===== config.mk =====
export PLATFORM = sky130hd
export DESIGN_NAME = coreriscv_axi4_tl_acquire_arbiter_2
export DESIGN_NICKNAME = d
export VERILOG_FILES = /design/src/rtl/coreriscv_axi4_tl_pkg.sv /design/src/rtl/coreriscv_axi4_rr_pick2.sv /design/src/rtl/coreriscv_axi4_tl_acquire_arbiter_2.sv
export SDC_FILE = /design/constraint.sdc
export NUM_CORES = 1
export LEC_CHECK = 0
export ABC_AREA = 0
export CORE_AREA = 5 5 217 219
export DETAILED_ROUTE_END_ITERATION = 8
export DIE_AREA = 0 0 222 224
export SYNTH_ARGS = -nofsm -noshare
export SYNTH_HDL_FRONTEND = slang
export SYNTH_HIERARCHICAL = 1
export SYNTH_SLANG_ARGS = --single-unit

===== constraint.sdc =====
create_clock -name clk -period 2.5 [get_ports clk]
set_input_delay 0.625 -clock clk [delete_from_list [all_inputs] [get_ports clk]]
set_output_delay 0.625 -clock clk [all_outputs]
set_load 0.05 [all_outputs]

===== src/rtl/coreriscv_axi4_tl_pkg.sv =====
// Shared field widths, constants, acquire bundle and state encoding for
// the TileLink acquire arbiter.
package coreriscv_axi4_tl_pkg;

    localparam int ADDR_BLOCK_W = 26;
    localparam int CXID_W       = 2;
    localparam int BEAT_W       = 3;
    localparam int UNION_W      = 12;
    localparam int DATA_W       = 64;
    localparam int ATYPE_W      = 3;

    localparam logic [ATYPE_W-1:0] ACQ_PUT_BLOCK = 3'b011;

    typedef enum logic [1:0] {
        IDLE,
        HOLD,
        BURST
    } arb_state_e;

    typedef struct packed {
        logic [ADDR_BLOCK_W-1:0] addr_block;
        logic [CXID_W-1:0]       cxid;
        logic [BEAT_W-1:0]       addr_beat;
        logic                    builtin;
        logic [ATYPE_W-1:0]      a_type;
        logic [UNION_W-1:0]      un;
        logic [DATA_W-1:0]       data;
    } acq_t;

    function automatic logic is_put_block(input acq_t a);
        return a.builtin && (a.a_type == ACQ_PUT_BLOCK);
    endfunction

endpackage


===== src/rtl/coreriscv_axi4_rr_pick2.sv =====
// Two-way winner pick. Round-robin on `last` when
// CORERISCV_AXI4_TL_ARB_RR_EN is defined, else requester 0 has fixed priority.
module coreriscv_axi4_rr_pick2 (
    input  logic [1:0] valid,
`ifdef CORERISCV_AXI4_TL_ARB_RR_EN
    input  logic       last,
`endif
    output logic       winner,
    output logic       any_valid
);

    assign any_valid = |valid;

`ifdef CORERISCV_AXI4_TL_ARB_RR_EN
    assign winner = (&valid) ? ~last : valid[1];
`else
    assign winner = ~valid[0] & valid[1];
`endif

endmodule


===== src/rtl/coreriscv_axi4_tl_acquire_arbiter_2.sv =====
// Two-requester TileLink acquire arbiter with PutBlock locking and grant
// routing by client_xact_id LSB. Round-robin via CORERISCV_AXI4_TL_ARB_RR_EN.
module coreriscv_axi4_tl_acquire_arbiter_2
    import coreriscv_axi4_tl_pkg::*;
#(
    parameter int NBEATS = 8,
    parameter int BEAT_W = 3
) (
    input  logic        clk,
    input  logic        reset,

    output logic        io_in_0_acquire_ready,
    input  logic        io_in_0_acquire_valid,
    input  logic [25:0] io_in_0_acquire_bits_addr_block,
    input  logic [1:0]  io_in_0_acquire_bits_client_xact_id,
    input  logic [2:0]  io_in_0_acquire_bits_addr_beat,
    input  logic        io_in_0_acquire_bits_is_builtin_type,
    input  logic [2:0]  io_in_0_acquire_bits_a_type,
    input  logic [11:0] io_in_0_acquire_bits_union,
    input  logic [63:0] io_in_0_acquire_bits_data,
    input  logic        io_in_0_grant_ready,
    output logic        io_in_0_grant_valid,
    output logic [2:0]  io_in_0_grant_bits_addr_beat,
    output logic [1:0]  io_in_0_grant_bits_client_xact_id,
    output logic        io_in_0_grant_bits_manager_xact_id,
    output logic        io_in_0_grant_bits_is_builtin_type,
    output logic [3:0]  io_in_0_grant_bits_g_type,
    output logic [63:0] io_in_0_grant_bits_data,

    output logic        io_in_1_acquire_ready,
    input  logic        io_in_1_acquire_valid,
    input  logic [25:0] io_in_1_acquire_bits_addr_block,
    input  logic [1:0]  io_in_1_acquire_bits_client_xact_id,
    input  logic [2:0]  io_in_1_acquire_bits_addr_beat,
    input  logic        io_in_1_acquire_bits_is_builtin_type,
    input  logic [2:0]  io_in_1_acquire_bits_a_type,
    input  logic [11:0] io_in_1_acquire_bits_union,
    input  logic [63:0] io_in_1_acquire_bits_data,
    input  logic        io_in_1_grant_ready,
    output logic        io_in_1_grant_valid,
    output logic [2:0]  io_in_1_grant_bits_addr_beat,
    output logic [1:0]  io_in_1_grant_bits_client_xact_id,
    output logic        io_in_1_grant_bits_manager_xact_id,
    output logic        io_in_1_grant_bits_is_builtin_type,
    output logic [3:0]  io_in_1_grant_bits_g_type,
    output logic [63:0] io_in_1_grant_bits_data,

    input  logic        io_out_acquire_ready,
    output logic        io_out_acquire_valid,
    output logic [25:0] io_out_acquire_bits_addr_block,
    output logic [2:0]  io_out_acquire_bits_client_xact_id,
    output logic [2:0]  io_out_acquire_bits_addr_beat,
    output logic        io_out_acquire_bits_is_builtin_type,
    output logic [2:0]  io_out_acquire_bits_a_type,
    output logic [11:0] io_out_acquire_bits_union,
    output logic [63:0] io_out_acquire_bits_data,

    output logic        io_out_grant_ready,
    input  logic        io_out_grant_valid,
    input  logic [2:0]  io_out_grant_bits_addr_beat,
    input  logic [2:0]  io_out_grant_bits_client_xact_id,
    input  logic        io_out_grant_bits_manager_xact_id,
    input  logic        io_out_grant_bits_is_builtin_type,
    input  logic [3:0]  io_out_grant_bits_g_type,
    input  logic [63:0] io_out_grant_bits_data
);

    localparam logic [BEAT_W-1:0] BEAT_LAST = BEAT_W'(NBEATS - 1);

    acq_t       in_acq [2];
    acq_t       acq;
    logic [1:0] in_v;
    arb_state_e state;
    logic       sel;
    logic [BEAT_W-1:0] beat_cnt;
    logic       pick_win;
    logic       pick_any;
    logic       win;
    logic       mux_sel;
    logic       fire;
    logic       tgt;

    assign in_acq[0] = {
        io_in_0_acquire_bits_addr_block,
        io_in_0_acquire_bits_client_xact_id,
        io_in_0_acquire_bits_addr_beat,
        io_in_0_acquire_bits_is_builtin_type,
        io_in_0_acquire_bits_a_type,
        io_in_0_acquire_bits_union,
        io_in_0_acquire_bits_data
    };
    assign in_acq[1] = {
        io_in_1_acquire_bits_addr_block,
        io_in_1_acquire_bits_client_xact_id,
        io_in_1_acquire_bits_addr_beat,
        io_in_1_acquire_bits_is_builtin_type,
        io_in_1_acquire_bits_a_type,
        io_in_1_acquire_bits_union,
        io_in_1_acquire_bits_data
    };
    assign in_v = {io_in_1_acquire_valid, io_in_0_acquire_valid};

`ifdef CORERISCV_AXI4_TL_ARB_RR_EN
    logic last;

    coreriscv_axi4_rr_pick2 u_pick (
        .valid     (in_v),
        .last      (last),
        .winner    (pick_win),
        .any_valid (pick_any)
    );
`else
    coreriscv_axi4_rr_pick2 u_pick (
        .valid     (in_v),
        .winner    (pick_win),
        .any_valid (pick_any)
    );
`endif

    // Once held or bursting, the registered sel owns the output.
    assign win     = (state == IDLE) ? pick_win : sel;
    assign mux_sel = reset ? 1'b0 : win;
    assign acq     = in_acq[mux_sel];

    assign io_out_acquire_valid  = ~reset & in_v[win];
    assign fire = io_out_acquire_valid & io_out_acquire_ready;
    assign io_in_0_acquire_ready = ~reset & io_out_acquire_ready & ~win;
    assign io_in_1_acquire_ready = ~reset & io_out_acquire_ready & win;

    assign io_out_acquire_bits_addr_block      = acq.addr_block;
    assign io_out_acquire_bits_client_xact_id  = {acq.cxid, mux_sel};
    assign io_out_acquire_bits_addr_beat       = acq.addr_beat;
    assign io_out_acquire_bits_is_builtin_type = acq.builtin;
    assign io_out_acquire_bits_a_type          = acq.a_type;
    assign io_out_acquire_bits_union           = acq.un;
    assign io_out_acquire_bits_data            = acq.data;

    assign tgt = io_out_grant_bits_client_xact_id[0];
    assign io_in_0_grant_valid = ~reset & io_out_grant_valid & ~tgt;
    assign io_in_1_grant_valid = ~reset & io_out_grant_valid & tgt;
    assign io_out_grant_ready  = ~reset &
        (tgt ? io_in_1_grant_ready : io_in_0_grant_ready);

    assign io_in_0_grant_bits_addr_beat       = io_out_grant_bits_addr_beat;
    assign io_in_0_grant_bits_client_xact_id  = io_out_grant_bits_client_xact_id[2:1];
    assign io_in_0_grant_bits_manager_xact_id = io_out_grant_bits_manager_xact_id;
    assign io_in_0_grant_bits_is_builtin_type = io_out_grant_bits_is_builtin_type;
    assign io_in_0_grant_bits_g_type          = io_out_grant_bits_g_type;
    assign io_in_0_grant_bits_data            = io_out_grant_bits_data;
    assign io_in_1_grant_bits_addr_beat       = io_out_grant_bits_addr_beat;
    assign io_in_1_grant_bits_client_xact_id  = io_out_grant_bits_client_xact_id[2:1];
    assign io_in_1_grant_bits_manager_xact_id = io_out_grant_bits_manager_xact_id;
    assign io_in_1_grant_bits_is_builtin_type = io_out_grant_bits_is_builtin_type;
    assign io_in_1_grant_bits_g_type          = io_out_grant_bits_g_type;
    assign io_in_1_grant_bits_data            = io_out_grant_bits_data;

    always_ff @(posedge clk) begin
        if (reset) begin
            state    <= IDLE;
            sel      <= 1'b0;
            beat_cnt <= '0;
`ifdef CORERISCV_AXI4_TL_ARB_RR_EN
            last     <= 1'b1;
`endif
        end else begin
            case (state)
                IDLE, HOLD: begin
                    if (fire) begin
`ifdef CORERISCV_AXI4_TL_ARB_RR_EN
                        last <= win;
`endif
                        if (is_put_block(acq)) begin
                            sel      <= win;
                            beat_cnt <= BEAT_W'(1);
                            state    <= BURST;
                        end else begin
                            state <= IDLE;
                        end
                    end else if (state == IDLE && pick_any) begin
                        sel   <= win;
                        state <= HOLD;
                    end
                end
                BURST: begin
                    if (fire) begin
                        if (beat_cnt == BEAT_LAST) begin
                            beat_cnt <= '0;
                            state    <= IDLE;
                        end else begin
                            beat_cnt <= beat_cnt + BEAT_W'(1);
                        end
                    end
                end
                default: state <= IDLE;
            endcase
        end
    end

endmodule

==> summary.txt <==
Placement
  • Gpl congestion: between 0.9 and 1
  • Placement-stage cell area: just over 0.006 mm²
  • IO buf count: between 300 and 400
  • DP Wirelength: around 15 mm

Yosys
  • Syn Nets: 634
  • Flops & latches, synth: 6
  • Adder-cell area share of the yosys netlist: less than 1%
  • XOR/XNOR share of the synthesized area: 0%
  • Sequential-to-total area share from yosys stat: under 10%
  • Post-synth design cell area: roughly 0.0029 mm²
  • Post-synthesis compound-gate area fraction: under 10%
  • Cell variety after synth: 33
  • Ys Warns: 6
  • Syn_area_per_cell: 8.98 µm²
  • Largest family of logic cells by synthesized area: multiplexers
  • Cells after Synth: about 330
  • Simple-Gate Fraction of Synth Area: 4.70%
  • Post-synthesis mux area share: a little over two fifths

STA
  • Worst Tran Pin Value: between 0.4 and 0.5 ns
  • Fin worst setup slack: -0.496 ns
  • Fin Clk Skew: between 0.0015 and 0.002 ns
  • Crit share post-route: 120%
  • Slew HR: a little under three quarters
  • Min cycle time layout: approximately 3 ns
  • Max Freq: ~330 MHz
  • Worst Hold Margin: about 0.58 ns
  • Endpoints failing setup: approximately 110
  • Hold Vio Cnt, Final: 0
  • Fin Setup TNS: -49.74 ns
  • Slew Limit Fails: 0
  • RSZ-0062 raised after global routing: yes

Floorplanning
  • Overall die area: between 0.04 and 0.05 mm²
  • Die W: 222 µm
  • I/O pin count: between 500 and 600
  • Initial Util: 6.52%
  • Vert. Die Dim: roughly 220 µm
  • Core area: between 0.04 and 0.05 mm²
  • Standard-cell rows: between 70 and 80

Finish
  • Share of layout cells above drive strength 1: roughly half
  • Final instance area: between 0.007 and 0.008 mm²
  • Commonest non-fill, non-tap cells in the layout: clkdlybuf4s50_1, buf_6, mux2_4
  • Nets: about 870
  • P&R area growth vs syn: 146%
  • Commonest non-fill, non-tap cell in the layout: clkdlybuf4s50_1
  • Finished Core Util: between 10% and 20%

Job
  • Maxcap violations: 0

Global route
  • Overflow after GRT: 0
  • First-pass GRT wire length: between 20 and 25 mm
  • Tot GR Track Use: 6.33%
  • Antenna violations before repair: 1
  • Largest net degree at the start of global routing: 15
  • Vias in the first global route: ~3600

Routing
  • DRC errors left: 0
  • Post-Route WL: ~18 mm
  • DRT Pass-1 Iters: 4
  • Initial detailed-routing violation count: 50
  • Final ANT Viol Nets: 0
  • Vias per cell: between 2 and 3
  • Via Count: ~3200
  • Routed len/inst: approximately 15 µm

Critical path
  • Worst path max stage delay: approximately 0.4 ns
  • Critical-path maximum fanout: 10
  • Critical Path Sink Type: output pin
  • Arr. time, crit path: 2.37 ns
  • WP buf/inv: 5
  • Worst path slowest cell: or3b_4
  • Critical Path Source Type: input port
  • Worst setup path class: input port to output pin
  • RR Startpoint: state[1]
  • Critical Path RT: 1.88 ns
  • Setup slack, reg-to-reg: 0.40 ns
  • Worst reg2reg endpoint: beat_cnt[2]
  • Crit-path cells: buf_6 > nor2b_1 > or3b_4 > a21oi_4 > buf_12 > buf_12 > clkbuf_16 > mux2_2 > buf_6
  • Crit path max-delay family: buffers and inverters
  • R2r worst-path depth: 9

CTS
  • Clock transition at the registers of the reported paths: around 0.030 ns
  • Clock root cell: clkbuf_16
  • Worst-skew pair later-pin latency: 0.23 ns
  • H-tree levels: 1
  • Longest Clk Path Bufs: 2
  • Clk sinks: 6
  • CTS tree: built
  • CTS Buf Count: 3

Hold path
  • Worst min path class: flip-flop to flip-flop
  • Min-Delay Endpoint: beat_cnt[0]
  • Hold-critical path depth: 2
  • Hold wc startpoint: beat_cnt[0]

Power and ir drop
  • Pleak: 2.82 nW
  • Total Power: a little over 2 mW
  • Maximum VDD drop: between 0.1 and 0.15 mV
  • Power density cells: 284 mW/mm²

Run status
  • Failing checks: negative setup slack
  • Status: complete, but fails checks
state kept, by name (all words and copies together), names as in the netlist:
register and flops:
beat_cnt 3, sel 1, state 2
synth_stat cells:
| master | n | share of area, % |
|---|---|---|
| a21bo_2 | 1 | 0.34 |
| clkbuf_1 | 1 | 0.13 |
| nor2_1 | 5 | 0.64 |
| buf_2 | 5 | 0.85 |
| o211a_1 | 1 | 0.34 |
| nand3_1 | 1 | 0.17 |
| mux2_1 | 5 | 1.9 |
| and3_1 | 2 | 0.43 |
| nor3b_1 | 3 | 0.77 |
| o21ai_2 | 1 | 0.30 |
| buf_4 | 158 | 40 |
| mux2i_1 | 3 | 1.0 |
| nor2b_1 | 1 | 0.21 |
| nand2_1 | 3 | 0.38 |
| inv_1 | 1 | 0.13 |
| or3b_4 | 1 | 0.38 |
| a31o_2 | 1 | 0.30 |
| ha_1 | 2 | 0.85 |
| a22o_1 | 2 | 0.60 |
| a21oi_1 | 2 | 0.34 |
| a21o_1 | 2 | 0.51 |
| o21ai_1 | 1 | 0.17 |
| mux2_2 | 106 | 41 |
| or2_1 | 1 | 0.21 |
| a211oi_4 | 1 | 0.68 |
| nand4b_1 | 2 | 0.60 |
| nand2b_1 | 1 | 0.21 |
| a21oi_2 | 1 | 0.30 |
| and2_1 | 2 | 0.43 |
| nand3b_1 | 1 | 0.26 |
| a2111oi_0 | 2 | 0.60 |
| dfxtp_1 | 6 | 4.1 |
| a21oi_4 | 1 | 0.56 |
report_power, final:
| group | switching (mW) | leakage, nW | internal (mW) |
|---|---|---|---|
| Clock | 0.0537 | 0.0370 | 0.205 |
| Combinational | 0.811 | 2.73 | 0.876 |
| Sequential | 0.00134 | 0.0487 | 0.0990 |
tightest hold or removal path, delay by kind of cell (launching register included):
kind | cells | cell delay, ns
multiplexers | 1 | 0.09
flip-flops | 1 | 0.34
AO/OA/AOI/OAI | 1 | 0.10
worst max-delay path by stage:
stage | slack (ns) | start | end | depth (start not counted)
after floorplan | -0.23 | io_in_1_acquire_valid | io_out_acquire_bits_a_type[2] | 6
after global placement | -0.92 | io_in_1_acquire_valid | io_out_acquire_bits_addr_block[13] | 8
after detailed placement | -0.91 | io_in_1_acquire_valid | io_out_acquire_bits_addr_block[13] | 8
after CTS | -0.52 | io_in_0_acquire_valid | io_out_acquire_bits_addr_block[13] | 10
after global routing | -0.56 | io_in_0_acquire_valid | io_out_acquire_bits_data[30] | 10
final | -0.50 | io_in_0_acquire_valid | io_out_acquire_bits_addr_block[17] | 9
logic make-up (layout without fill, tap and decap cells):
family                   count (synthesis)  after routing
AND/OR/NAND/NOR                         23             23
buffers and inverters                  165            396
other                                    0              1
flip-flops                               6              6
AO/OA/AOI/OAI                           16             16
multiplexers                           114            114
adder cells (fa/ha/maj)                  2              2
per-stage QoR:
| stage | setup WS, ns | std cells |
|---|---|---|
| 6_report | -0.496 | 1158 |
| 5_1_grt | -0.564 | 1158 |
| 4_1_cts | -0.523 | 1161 |
| 3_5_place_dp | -0.914 | 1143 |
| 3_3_place_gp | -0.923 | 1143 |
| 2_1_floorplan | -0.226 | 326 |
layer usage:
layer | up-vias | global-route usage [%] | part of all wire, %
met5 | - | 0 | 0
met4 | 0 | 1.39 | 2.3
met3 | 23 | 3.42 | 13
met2 | 366 | 11.7 | 50
met1 | 1413 | 6.31 | 34
li1 | 1440 | - | -
layout make-up:
class                           instances  area, µm²
Tap cell                              600        751
Clock buffer                            3       75.1
Inverter                                1       3.75
Timing Repair Buffer                  392       4400
Antenna cell                            1       2.50
Sequential cell                         6        120
Fill cell                            4957      37700
Multi-Input combinational cell        155       1850
what timing repair did:
item	in CTS	in global routing
resized for setup	188	28
gates cloned	3	1
hold buffers	0	0
setup endpoints to repair	120	116
pin swaps	1	1
setup buffers	12	2
No activity file was read; power rests on OpenSTA's default activity.
==> RTL edit 1: new RTL, config.mk and constraints unchanged <==
Reset style: asynchronous (`reset`), changed in one clocked block.
--- a/src/rtl/coreriscv_axi4_tl_acquire_arbiter_2.sv
+++ b/src/rtl/coreriscv_axi4_tl_acquire_arbiter_2.sv
@@ -155,5 +155,5 @@
     assign io_in_1_grant_bits_data            = io_out_grant_bits_data;
 
-    always_ff @(posedge clk) begin
+    always_ff @(posedge clk or posedge reset) begin
         if (reset) begin
             state    <= IDLE;
Behaviour: no difference found for any inputs over 4 cycles, from zero or initial values and one cycle with reset high; that may be too few to reach the edited logic, so the function may still have changed.
==> RTL edit 1 against the unedited design <==
- the run still ends with setup timing left
- wire length decreased by 2.3%
- critical path type unchanged
- sequential share of layout area rose by 0.34 points
- area after synthesis increased by 0.21%
- largest cell class unchanged
- worst hold slack lost 0.072 ns
- sequential cell count stayed put
- setup slack improved by 0.0059 ns
- final area rose by 3.6%
Power is not compared: it rests on default switching activity, and its combinational part moved more than twofold at a synthesized area within 25%.
==> RTL edit 1: results (changes against the unedited design) <==
metric;value;unit;change
grt_use_total;5.93;%;was 6.33%
tns;-49.21;ns;was -49.74 ns
synth_nets;633;;was 634
cts_root_buffer;clkbuf_16;;unchanged
antenna_found_initial;0;;was 1
nNetsFinal;872;;was 867
first_pass_iters;4;;unchanged
grt_max_degree;16;;was 15
hold_path.class;flop to flop;;unchanged
tightest_slew;0.325;ns;was 0.425 ns
yosys-top-cells-area;mux2_2 43%, buf_4 41%, dfrtp_1 5.1%;;was mux2_2 41%, buf_4 40%, dfxtp_1 4.1%
grt_pass1_vias;3696;;was 3578
synthMuxAreaShare;43.6;%;was 43.7%
drt_iter0_drc;76;;was 50
drive_above_1_share;52.8;%;was 51.9%
synth-async-reset-ratio;100;%;was 0%
finalSetupViolCount;117;;was 113
synth-main-ff-cell;dfrtp_1;;was dfxtp_1
rr_startpoint;state[0];;was state[1]
crit_fanout;8;;was 10
synthDistinctLibCells;29;;was 33
grt_first_pass_wirelength;22.9;mm;was 23.9 mm
skew;0.000866;ns;was 0.00164 ns
setup_ws;-0.490;ns;was -0.496 ns
synth_xor_area_share;0;%;unchanged
synth_warnings;6;;unchanged
nFillCells;4952;;was 4957
power_leakage;0.00298;µW;
clkTransAtPathRegs;0.03;ns;about the same
yosys-top-cells-count;159 x buf_4, 111 x mux2_2, 6 x dfrtp_1, 6 x nand2_1, 6 x nor2_1;;was 158 x buf_4, 106 x mux2_2, 6 x dfxtp_1
synthAdderAreaFrac;0.853;%;was 0.854%
vias;3301;;was 3242
vdd_ir_drop_max;251;µV;
synth.cell_area;2940;µm²;was 2930 µm²
reg_top3;beat_cnt x3, state x2, sel x1;;unchanged
min_from;beat_cnt[2];;was beat_cnt[0]
startpoint;io_in_0_acquire_valid;;unchanged
wire_per_inst;14.8;µm;was 15.2 µm
violations;setup timing;;unchanged
numPortBuffers;348;;unchanged
critPathArrivalTime;2.36;ns;
status;finished with violations;;unchanged
seq_area_frac_synth;5.12;%;was 4.10%
critical_path.max_stage_delay;0.40;ns;about the same
hpwlAfterDp;13.8;mm;was 14.8 mm
clk_latency;0.23;ns;about the same
cts_htree_levels;1;;unchanged
synth_compound_area_share;3.79;%;was 5.04%
num_antenna_cells;0;;was 1
gp_congestion;0.897;;was 0.947
RTL edit 1: cell types whose count changed in the layout (fill, tap and decap cells not counted), sizes merged, moves of 3 or more:
cell / delta
dfxtp: -6
nand2: +3
dfrtp: +6
buf: +5
RTL edit 1: kinds of logic (layout without fill, tap and decap cells):
logic type / Yosys count / after routing
DFF: 6 / 6
buffers and inverters: 165 / 402
AOI/OAI and AO/OA: 11 / 11
adders and majority gates: 2 / 2
muxes: 114 / 114
and+or+nand+nor: 27 / 27
RTL edit 1: final cells by class:
class / count / share of cell area, %
clock buffer: 3 / 1.01
tap: 600 / 10.1
inverter: 1 / 0.0503
multi-input combinational: 154 / 26.0
timing repair buffer: 398 / 60.8
sequential: 6 / 2.01
RTL edit 1: what timing repair did:
item / 4_1_cts / 5_1_grt
buffers inserted: 6 / 6
pin swaps: 2 / 3
resized for setup: 136 / 134
hold endpoints to repair: 0 / 0
endpoints found under the setup margin: 120 / 118
gates cloned: 2 / 2
RTL edit 1: worst paths after layout:
check	slack, ns	cells after the start	endpoint
worst min register to register	0.50	1	beat_cnt[2]
worst max register to register	0.10	9	sel
max in group asynchronous	1.37	4	beat_cnt[1]
worst max-delay path	-0.49	9	io_out_acquire_bits_union[2]
worst min-delay path	0.50	1	beat_cnt[2]
min in group asynchronous	1.01	4	beat_cnt[2]
RTL edit 1: power by group through the flow:
stage,combinational [µW],sequential (µW),clock [µW]
final,3490,125,265
after global routing,3630,127,276
after CTS,3200,125,271
after detailed placement,2800,126,0
after global placement,2790,125,0
after floorplan,2340,124,0
RTL edit 1: layer usage:
layer | vias up | GRT usage [%] | part of all wire [%]
li1 | 1433 | - | -
met2 | 391 | 10.1 | 47
met5 | - | 0.949 | 0.38
met4 | 2 | 1.63 | 2.9
met3 | 40 | 3.70 | 15
met1 | 1435 | 6.10 | 35
RTL edit 1: through the flow:
step                      instances  setup slack (ns)  area, µm²
final                          1162            -0.490       7460
after global routing           1162            -0.553       7460
after CTS                      1156            -0.535       6900
after detailed placement       1145            -0.965       6210
after global placement         1145            -0.929       6210
after floorplan                 325            -0.218       3070
RTL edit 1: worst max-delay path: cells and delay by family:
family	cells	cell delay, ns
compound gates	1	0.17
simple gates	2	0.48
mux	1	0.35
buf+inv	5	0.72
==> RTL edit 2: new RTL, config.mk and constraints unchanged <==
Without the edit above. Add a define of `CORERISCV_AXI4_TL_ARB_RR_EN`.
--- a/src/rtl/coreriscv_axi4_rr_pick2.sv
+++ b/src/rtl/coreriscv_axi4_rr_pick2.sv
@@ -1,4 +1,6 @@
 // Two-way winner pick. Round-robin on `last` when
 // CORERISCV_AXI4_TL_ARB_RR_EN is defined, else requester 0 has fixed priority.
+`define CORERISCV_AXI4_TL_ARB_RR_EN
+
 module coreriscv_axi4_rr_pick2 (
     input  logic [1:0] valid,
Behaviour: not the same (a bounded check fails within 4 cycles, from zero or initial values and one cycle with reset high).
==> RTL edit 2 against the unedited design <==
- the flow still finishes with violations (setup timing)
- count of clock-buffer cells in the layout up 1
- area after synthesis up 4.6%
- sequential share of layout area down 0.11 points
- final area up 25%
- power up 36%
- wire length up 9.3%
- first-iteration DRC count up 44%
- final cell count up 21%
- fmax up 6.6%
- sequential cell count up 1
- via count up 34%
- setup slack better by 0.19 ns
- critical path type unchanged
- critical endpoint is now io_out_acquire_bits_client_xact_id[2]
- largest cell class unchanged
- largest power group unchanged
==> RTL edit 2: results (changes against the unedited design) <==
metric;value;unit;change
skew;0.00244;ns;was 0.00164 ns
rr_worst_depth;11;;was 9
vdd_ir_drop_max;159;µV;was 140 µV
tns;-26.91;ns;was -49.74 ns
crit_family;simple AND/OR/NAND/NOR gates;;was buffers and inverters
drive_above_1_share;48.1;%;was 51.9%
setup_ws;-0.310;ns;was -0.496 ns
slew-limit-headroom;76.6;%;was 70.9%
violations;setup timing;;unchanged
power_leakage;0.00390;µW;was 0.00282 µW
place_inst;1383;;was 1143
crit_fanout;6;;was 10
critPathArrivalTime;2.18;ns;was 2.37 ns
synth-main-ff-cell;dfxtp_1;;unchanged
routed_wl;19.2;mm;was 17.6 mm
finalSetupViolCount;113;;unchanged
min_path_cells;1;;was 2
placed_cell_area;8300;µm²;was 6190 µm²
synthAdderAreaFrac;0.817;%;was 0.854%
yosys-top-cells-count;336 x nand2_1, 160 x buf_4, 13 x buf_2;;was 158 x buf_4, 106 x mux2_2, 6 x dfxtp_1
stdcell_count;1399;;was 1158
grt_first_pass_wirelength;28.2;mm;was 23.9 mm
clockBufferDepth;2;;unchanged
drt_iter0_drc;72;;was 50
nNetsFinal;1108;;was 867
clk_latency;0.23;ns;about the same
synth_compound_area_share;5.47;%;was 5.04%
seq_area_frac_synth;4.58;%;was 4.10%
nFillCells;4931;;was 4957
synthMuxAreaShare;0.980;%;was 43.7%
vias_per_cell;3.10;;was 2.80
grt_pass1_vias;4719;;was 3578
synth.avg_cell_area;5.38;µm²;was 8.98 µm²
synthDistinctLibCells;34;;was 33
status;finished with violations;;unchanged
grt_max_degree;55;;was 15
hpwlAfterDp;16.6;mm;was 14.8 mm
yosys-top-cells-area;nand2_1 41%, buf_4 39%, dfxtp_1 4.6%;;was mux2_2 41%, buf_4 40%, dfxtp_1 4.1%
switchingPower;1240;µW;was 866 µW
grt_use_total;7.15;%;was 6.33%
num_antenna_cells;0;;was 1
reg_top3;beat_cnt x3, state x2;;was beat_cnt x3, state x2, sel x1
[RTL edit 2: cell count changes in the layout (fill, tap and decap cells not counted), moves of 3 or more]
cell      unedited run  this run
buf_12              19       129
nand2_4              0       113
mux2_4              61         0
buf_6               96         7
nand2_2              0        80
buf_8               36         5
nand2_1              3       142
mux2_2              50         0
o211ai_1             0         3
buf_4               12        33
[RTL edit 2: final cells by class]
class                      instances  area (µm²)  area share [%]
multi-input combinational        381        2720            30.2
clock buffer                       4        78.8           0.876
inverter                           4        20.0           0.222
tap                              600         751            8.34
sequential                         7         140            1.56
timing repair buffer             403        5290            58.8
[RTL edit 2: worst paths after layout]
check,startpoint,slack [ns],endpoint
worst max-delay path,io_in_1_acquire_valid,-0.31,io_out_acquire_bits_client_xact_id[2]
worst min-delay path,beat_cnt[1],0.50,beat_cnt[1]
worst max register to register,last,0.31,beat_cnt[2]
worst min register to register,beat_cnt[1],0.50,beat_cnt[1]
[RTL edit 2: repair_timing]
action | 4_1_cts | 5_1_grt
gates cloned | 2 | 0
pin swaps | 23 | 21
resized for setup | 119 | 35
buffers inserted | 13 | 0
setup endpoints to repair | 117 | 115
[RTL edit 2: worst register-to-register path: stages (launching register included)]
cell and delay [ns]:
dfxtp_1 0.33, a21boi_4 0.15, buf_4 0.11, buf_4 0.09, buf_4 0.09, buf_4 0.09
nor3b_4 0.19, o21ai_2 0.09, buf_4 0.15, a2111oi_4 0.42, nor2_1 0.11, a32o_1 0.26
[RTL edit 2: power groups by stage]
stage               logic [µW]  clock network (µW)  registers [µW]
CTS                       2400                 280             119
global placement          2280                   0             121
finish                    2390                 272             119
detailed placement        2290                   0             121
global route              2490                 290             120
floorplan                 1650                   0             119
[RTL edit 2: cells by family (layout without fill, tap and decap cells)]
logic type	after synthesis	in the layout
simple gates	356	356
buf+inv	181	411
compound gates	20	20
flops	7	7
mux	3	3
fa+ha+maj	2	2
[RTL edit 2: per-stage QoR]
| step | setup slack (ns) | hold slack (ns) |
|---|---|---|
| after floorplan | -0.0598 | 0.473 |
| after global placement | -0.810 | 0.482 |
| after detailed placement | -0.819 | 0.506 |
| after CTS | -0.348 | 0.514 |
| after global routing | -0.392 | 0.527 |
| final | -0.310 | 0.502 |
[RTL edit 2: layer usage]
metal / GRT usage, % / up-vias / wire (µm)
met5: 0 / - / 13
met4: 1.55 / 2 / 439
met3: 4.14 / 36 / 2660
met2: 13.2 / 376 / 9780
met1: 6.98 / 1883 / 6290
li1: - / 2043 / -
